<file path="config.mk">
export PLATFORM = sky130hd
export DESIGN_NAME = sha256_bench_ctrl
export DESIGN_NICKNAME = d
export VERILOG_FILES = /design/src/rtl/sha256_bench_ctrl.sv
export SDC_FILE = /design/constraint.sdc
export NUM_CORES = 2
export LEC_CHECK = 0
export ABC_AREA = 1
export CORE_AREA = 2 2 623 625
export DETAILED_ROUTE_END_ITERATION = 10
export DIE_AREA = 0 0 625 627
export MAX_ROUTING_LAYER = met4
export SLEW_MARGIN = 15
export SYNTH_ARGS = -nofsm -noshare
export SYNTH_HDL_FRONTEND = slang
export SYNTH_SLANG_ARGS = --single-unit
</file>
<file path="constraint.sdc">
create_clock -name clk -period 4.65 [get_ports clk]
set_input_delay 0.465 -clock clk [delete_from_list [all_inputs] [get_ports clk]]
set_output_delay 0.465 -clock clk [all_outputs]
set_load 0.005 [all_outputs]
</file>
<file path="src/rtl/sha256_bench_ctrl.sv">
// Drives a sha256 core back-to-back for a fixed time window and counts completed hashes.
// Each block is the template message with a big-endian nonce equal to the running hash count.
module sha256_bench_ctrl #(
    parameter int CLK_HZ           = 12000000,
    parameter int BENCHMARKSECONDS = 10
) (
    input  logic         clk,
    input  logic         reset,
    input  logic         start,
    input  logic         abort,
    input  logic [511:0] input_buffer,
    input  logic         core_ready,
    input  logic         core_done,
    input  logic [255:0] core_digest,
    output logic         core_start,
    output logic [511:0] core_block,
    output logic         busy,
    output logic         done,
    output logic [31:0]  hash_count,
    output logic [9:0]   seconds_elapsed,
    output logic [255:0] last_digest
);

    if (CLK_HZ < 1 || CLK_HZ > 100000000) begin : g_bad_clk_hz
        $fatal(1, "sha256_bench_ctrl: CLK_HZ out of range 1..100000000");
    end
    if (BENCHMARKSECONDS < 1 || BENCHMARKSECONDS > 600) begin : g_bad_seconds
        $fatal(1, "sha256_bench_ctrl: BENCHMARKSECONDS out of range 1..600");
    end

    localparam logic [26:0] PRE_MAX = 27'(CLK_HZ - 1);
    localparam logic [9:0]  SEC_MAX = 10'(BENCHMARKSECONDS);

    typedef enum logic [2:0] {StIdle, StIssue, StWait, StDrain, StFinish} state_e;

    state_e         state_q;
    logic           core_start_q;
    logic [511:0]   core_block_q;
    logic           busy_q;
    logic           done_q;
    logic [31:0]    hash_count_q;
    logic [31:0]    hash_count_d;
    logic [9:0]     seconds_q;
    logic [26:0]    prescaler_q;
    logic [255:0]   last_digest_q;

    logic counting;
    logic wrap;
    logic window_end;
    logic expire;
    logic unused_nonce_bytes;

    // Bytes 60..63 of the template are replaced by the nonce.
    assign unused_nonce_bytes = ^input_buffer[31:0];

    always_comb begin
        counting     = (state_q == StIssue) || (state_q == StWait);
        wrap         = (prescaler_q == PRE_MAX);
        window_end   = counting && wrap && ((seconds_q + 10'd1) == SEC_MAX);
        expire       = window_end || (counting && abort);
        hash_count_d = (hash_count_q == 32'hFFFF_FFFF) ? hash_count_q : hash_count_q + 32'd1;
    end

    always_ff @(posedge clk) begin
        if (reset) begin
            state_q       <= StIdle;
            core_start_q  <= 1'b0;
            core_block_q  <= '0;
            busy_q        <= 1'b0;
            done_q        <= 1'b0;
            hash_count_q  <= '0;
            seconds_q     <= '0;
            prescaler_q   <= '0;
            last_digest_q <= '0;
        end else begin
            core_start_q <= 1'b0;
            // The window only runs while blocks are being issued or awaited.
            if (counting) begin
                prescaler_q <= wrap ? 27'd0 : prescaler_q + 27'd1;
                if (wrap) begin
                    seconds_q <= seconds_q + 10'd1;
                end
            end
            case (state_q)
                StIdle: begin
                    if (start && !abort) begin
                        hash_count_q  <= '0;
                        seconds_q     <= '0;
                        prescaler_q   <= '0;
                        last_digest_q <= '0;
                        busy_q        <= 1'b1;
                        done_q        <= 1'b0;
                        state_q       <= StIssue;
                    end
                end
                StIssue: begin
                    if (expire) begin
                        state_q <= StFinish;
                    end else if (core_ready) begin
                        core_start_q <= 1'b1;
                        core_block_q <= {input_buffer[511:32], hash_count_q};
                        state_q      <= StWait;
                    end
                end
                StWait: begin
                    if (core_done) begin
                        last_digest_q <= core_digest;
                        hash_count_q  <= hash_count_d;
                        state_q       <= expire ? StFinish : StIssue;
                    end else if (expire) begin
                        state_q <= StDrain;
                    end
                end
                StDrain: begin
                    if (core_done) begin
                        last_digest_q <= core_digest;
                        hash_count_q  <= hash_count_d;
                        state_q       <= StFinish;
                    end
                end
                StFinish: begin
                    busy_q  <= 1'b0;
                    done_q  <= 1'b1;
                    state_q <= StIdle;
                end
                default: state_q <= StIdle;
            endcase
        end
    end

    assign core_start      = core_start_q;
    assign core_block      = core_block_q;
    assign busy            = busy_q;
    assign done            = done_q;
    assign hash_count      = hash_count_q;
    assign seconds_elapsed = seconds_q;
    assign last_digest     = last_digest_q;

endmodule

</file>
==> impl_summary.txt <==
----------------------------------------------------
[Route]
  Router iterations before antenna repair ... 5
  Met2 routed WL ... ~180 mm
  Total via count in the routed design ... about 35000
  Number of violations reported at the end of detailed-routing iteration 0 ... roughly 2400
  Final antenna-violating net count ... 0
  Met3 wire length ... 44.7 mm
  Highest routed metal layer ... met4
  Post-detailed-route via-to-cell ratio ... between 3 and 4
  Met1 wire length ... slightly above 90 mm
  Remaining DRCs ... 0
  Routed length per placed instance ... 31.0 um
  Wire length reported by the detailed router ... 334 mm

[Finish]
  Post-route cell area ... 0.0572 sq mm
  Synthesis-to-layout area growth ... 81.3%
  Count of nets after finishing ... just over 6000
  Fraction of layout cells with a size suffix above 1 ... 5.96%

[Setup path]
  Largest delay share family, worst path ... simple AND/OR/NAND/NOR gates
  End of the critical path ... core_start$_SDFF_PP0_
  Slowest cell delay on critical path ... 0.74 ns
  CP Max Fanout ... 44
  Worst setup path startpoint ... state_q[1]$_SDFFE_PP0P_
  Required time of the critical path ... 5.35 ns
  Cell-by-cell listing of the critical path ... inv_2, nand3_1, nand2_2, nand3_2, nor2_4, nand2_2, nor2_4, nand2_2, nand4_4, buf_4, buf_4, nor2_1
  Depth of the most critical reg-to-reg path ... 12
  Endpoint arrival time on the critical path ... 4.17 ns
  Slowest stage cell on the critical path ... nor2_1
  Worst path most repeated cell ... nand2_2
  CP Depth ... 12
  Crit path buffers/inverters ... 3
  Crit. End Element ... flip-flop
  Type of the worst setup path ... flip-flop to flip-flop
  Capture instance of the worst register-to-register path ... core_start$_SDFF_PP0_
  Flop-to-flop setup slack ... 1.17 ns
  Startpoint of the lowest-slack register-to-register path ... state_q[1]$_SDFFE_PP0P_
  CP startpoint kind ... flip-flop

[Synthesis]
  Library cell with the largest summed area after synthesis ... dfxtp_1
  Sequential share of the synthesized area ... 53.5%
  Asr flop ratio synth ... 0%
  Number of distinct library cells after synthesis ... 35
  Biggest area contributors in the synthesized netlist ... dfxtp_1 (53%), a21oi_1 (13%), o21ai_0 (6.9%), inv_1 (6.0%), nor2_1 (4.7%)
  Syn. warnings ... 0
  Synth Flop Type ... dfxtp_1
  Register bit total from synthesis ... 843
  Synth Instances ... between 4000 and 5000
  Yosys top cell area share ... 53.5%
  Cell area after synthesis ... 0.0316 sq mm
  Count of flip-flops with a built-in enable after synthesis ... 0
  Mean post-synth cell area ... 7.86 sq um
  Number of nets in the synthesized netlist ... 4797

[Floorplanning]
  Core area ... around 0.38 sq mm
  Die extent in y ... ~630 um
  Die Wd ... 625 um
  Io pins ... approximately 1600
  Area enclosed by the die boundary ... ~0.39 sq mm
  Number of cell rows ... between 200 and 250
  Initial Util ... 8.20%

[Pwr]
  Sw power ... 11000 uW
  Leak Pwr ... 0.0185 uW
  Clock power frac ... between 30% and 40%
  Net switching fraction of the power ... 37.4%
  Total power density per cell area ... 515 mW/mm^2
  Part of the total power dissipated in combinational logic ... 34.7%
  Peak supply drop ... 0.000315 V
  Pint ... 18400 uW
  Sequential group share of total power ... 32.0%

[Timing]
  Hold Vio Cnt, Final ... 0
  Max frequency ... 288 MHz
  Total count of max-transition violations in the final report ... 0
  Headroom to the max-slew limit ... 25.0%
  Fin worst setup slack ... 1.17 ns
  Post-route minimum period ... 3.48 ns
  Setup repair after global routing missed its margin ... false
  Final setup skew ... 0.0949 ns
  WHS ... 0.131 ns
  Setup TNS ... 0 ns
  Number of setup violations in the final report ... 0
  Actual transition at the worst max-transition pin ... 1.13 ns
  Final critical-path share of the clock period ... between 70% and 80%

[Clocking]
  Clock Latency Late Sink ... 0.93 ns
  Number of buffers inserted during clock tree synthesis ... 122
  Setup Fix Bufs, Post-CTS ... 0
  Number of clock sinks ... ~840
  Root buffer cell ... clkbuf_16
  Maximum number of buffers from clock root to sink ... 4
  H-tree levels ... 3
  TritonCTS clock tree ... done
  Clock Pin Slew Worst Setup and Hold Paths ... 0.06 ns

[Placement]
  DPL Wire Length ... 292 mm
  Worst setup slack after placement ... between 1 and 1.5 ns
  Routability congestion estimate from global placement ... 0.929
  Instance area at placement ... 0.0527 sq mm
  Number of buffers added on ports ... roughly 1600

[Global route]
  Wire length of the first global-routing pass ... 400 mm
  Overall global routing resource usage ... 16.8%
  Pin count of the biggest net entering global routing ... between 150 and 200
  Antenna violations before repair ... between 400 and 500
  Global route total overflow ... 0
  Number of global-route vias before repair ... 32200

[Min path]
  HP Class ... input port to flip-flop
  Number of cells on the worst hold path ... 3

[Job]
  Reported max-cap violation count ... 0

[Run status]
  Run status ... complete, no violations

----------------------------------------------------
## layout make-up
class | instances | area [sq um]
Multi-Input combinational cell | 2363 | 11400
Inverter | 509 | 1930
Timing Repair Buffer | 1614 | 16200
Antenna cell | 158 | 395
Sequential cell | 843 | 16900
Clock inverter | 76 | 822
Fill cell | 43700 | 328000
Clock buffer | 148 | 3280
Tap cell | 5060 | 6330
## what timing repair did
action,CTS,global route
hold buffers,3,0
hold endpoints to repair,47,0
resized for setup,0,0
## power groups by stage
stage | registers [uW] | clock network, uW | logic [uW]
after CTS | 9430 | 10200 | 10500
final | 9420 | 9820 | 10200
after global placement | 9510 | 0 | 10500
after detailed placement | 9560 | 0 | 10500
after global routing | 9590 | 10400 | 11000
after floorplan | 9600 | 0 | 3500
## worst register-to-register path: stages, from the launching register on
cell     delay [ns]
dfxtp_1        0.38
inv_2          0.06
nand3_1        0.19
nand2_2        0.21
nand3_2        0.17
nor2_4         0.06
nand2_2        0.21
nor2_4         0.05
nand2_2        0.14
nand4_4        0.34
buf_4          0.36
buf_4          0.27
nor2_1         0.78
## metal layers
layer / GRT usage, % / vias to the layer above
met3: 9.61 / 781
met2: 31.1 / 1946
met1: 13.1 / 16000
met4: 7.48 / 0
met5: - / -
li1: - / 16300
## flip-flops by register name (all words and copies together) (netlist names), 3 cells and up
register	count
core_block	512
hash_count	32
seconds_elapsed	10
last_digest	256
prescaler_q	27
state_q	3
## cell usage in the layout (no fill, tap or decap), drive strengths merged, types with 2 or more instances in the layout
master	n
a211oi	7
a21oi	815
buf	60
bufinv	11
clkbuf	148
clkdlybuf4s50	1551
clkinv	42
clkinvlp	11
dfxtp	843
diode	158
dlygate4sd3	3
ha	4
inv	521
nand2	241
nand3	109
nand4	20
nor2	403
nor3	284
nor3b	2
nor4	7
o21a	2
o21ai	439
xnor2	2
xor2	23
## synth_stat cells (2+ instances only)
cell and instances:
a211oi_1 7, a21oi_1 795, a21oi_2 20, buf_1 13, buf_2 128, buf_4 2
buf_6 8, buf_8 2, clkbuf_1 151, dfxtp_1 843, ha_1 4, inv_1 504
inv_2 5, nand2_1 218, nand2_2 23, nand3_1 107, nand3_2 2, nand4_1 19
nor2_1 398, nor2_2 3, nor2_4 2, nor3_1 284, nor3b_1 2, nor4_1 7
o21a_1 2, o21ai_0 438, xnor2_1 2, xor2_1 23
## worst min-delay path by stage
stage | to | startpoint
final | core_block[491]$_SDFFE_PP0P_ | input_buffer[491]
after global routing | core_block[453]$_SDFFE_PP0P_ | input_buffer[453]
after CTS | core_block[491]$_SDFFE_PP0P_ | input_buffer[491]
after detailed placement | core_block[283]$_SDFFE_PP0P_ | core_block[283]$_SDFFE_PP0P_
after global placement | core_block[143]$_SDFFE_PP0P_ | core_block[143]$_SDFFE_PP0P_
after floorplan | core_block[100]$_SDFFE_PP0P_ | core_block[100]$_SDFFE_PP0P_
## stage by stage
step | cells | power (uW) | util (%)
5_1_grt | 10800 | 31000 | 14.9
2_1_floorplan | 4019 | 13100 | -
3_3_place_gp | 10400 | 20000 | 13.7
3_5_place_dp | 10400 | 20000 | 13.7
6_report | 10800 | 29500 | 14.9
4_1_cts | 10600 | 30100 | 14.8
## cells by family (layout without fill, tap and decap cells)
| kind of cell | after synthesis | count (layout) | share of synthesized area (%) |
|---|---|---|---|
| other | 0 | 158 | 0 |
| xor gates and xnor gates | 25 | 25 | 0.694 |
| buffers and inverters | 813 | 2347 | 10.5 |
| AOI/OAI and AO/OA | 1266 | 1266 | 20.4 |
| DFF | 843 | 843 | 53.5 |
| adders and majority gates | 4 | 4 | 0.159 |
| and+or+nand+nor | 1068 | 1068 | 14.8 |
Note: power is estimated with default switching activity, not from simulation.
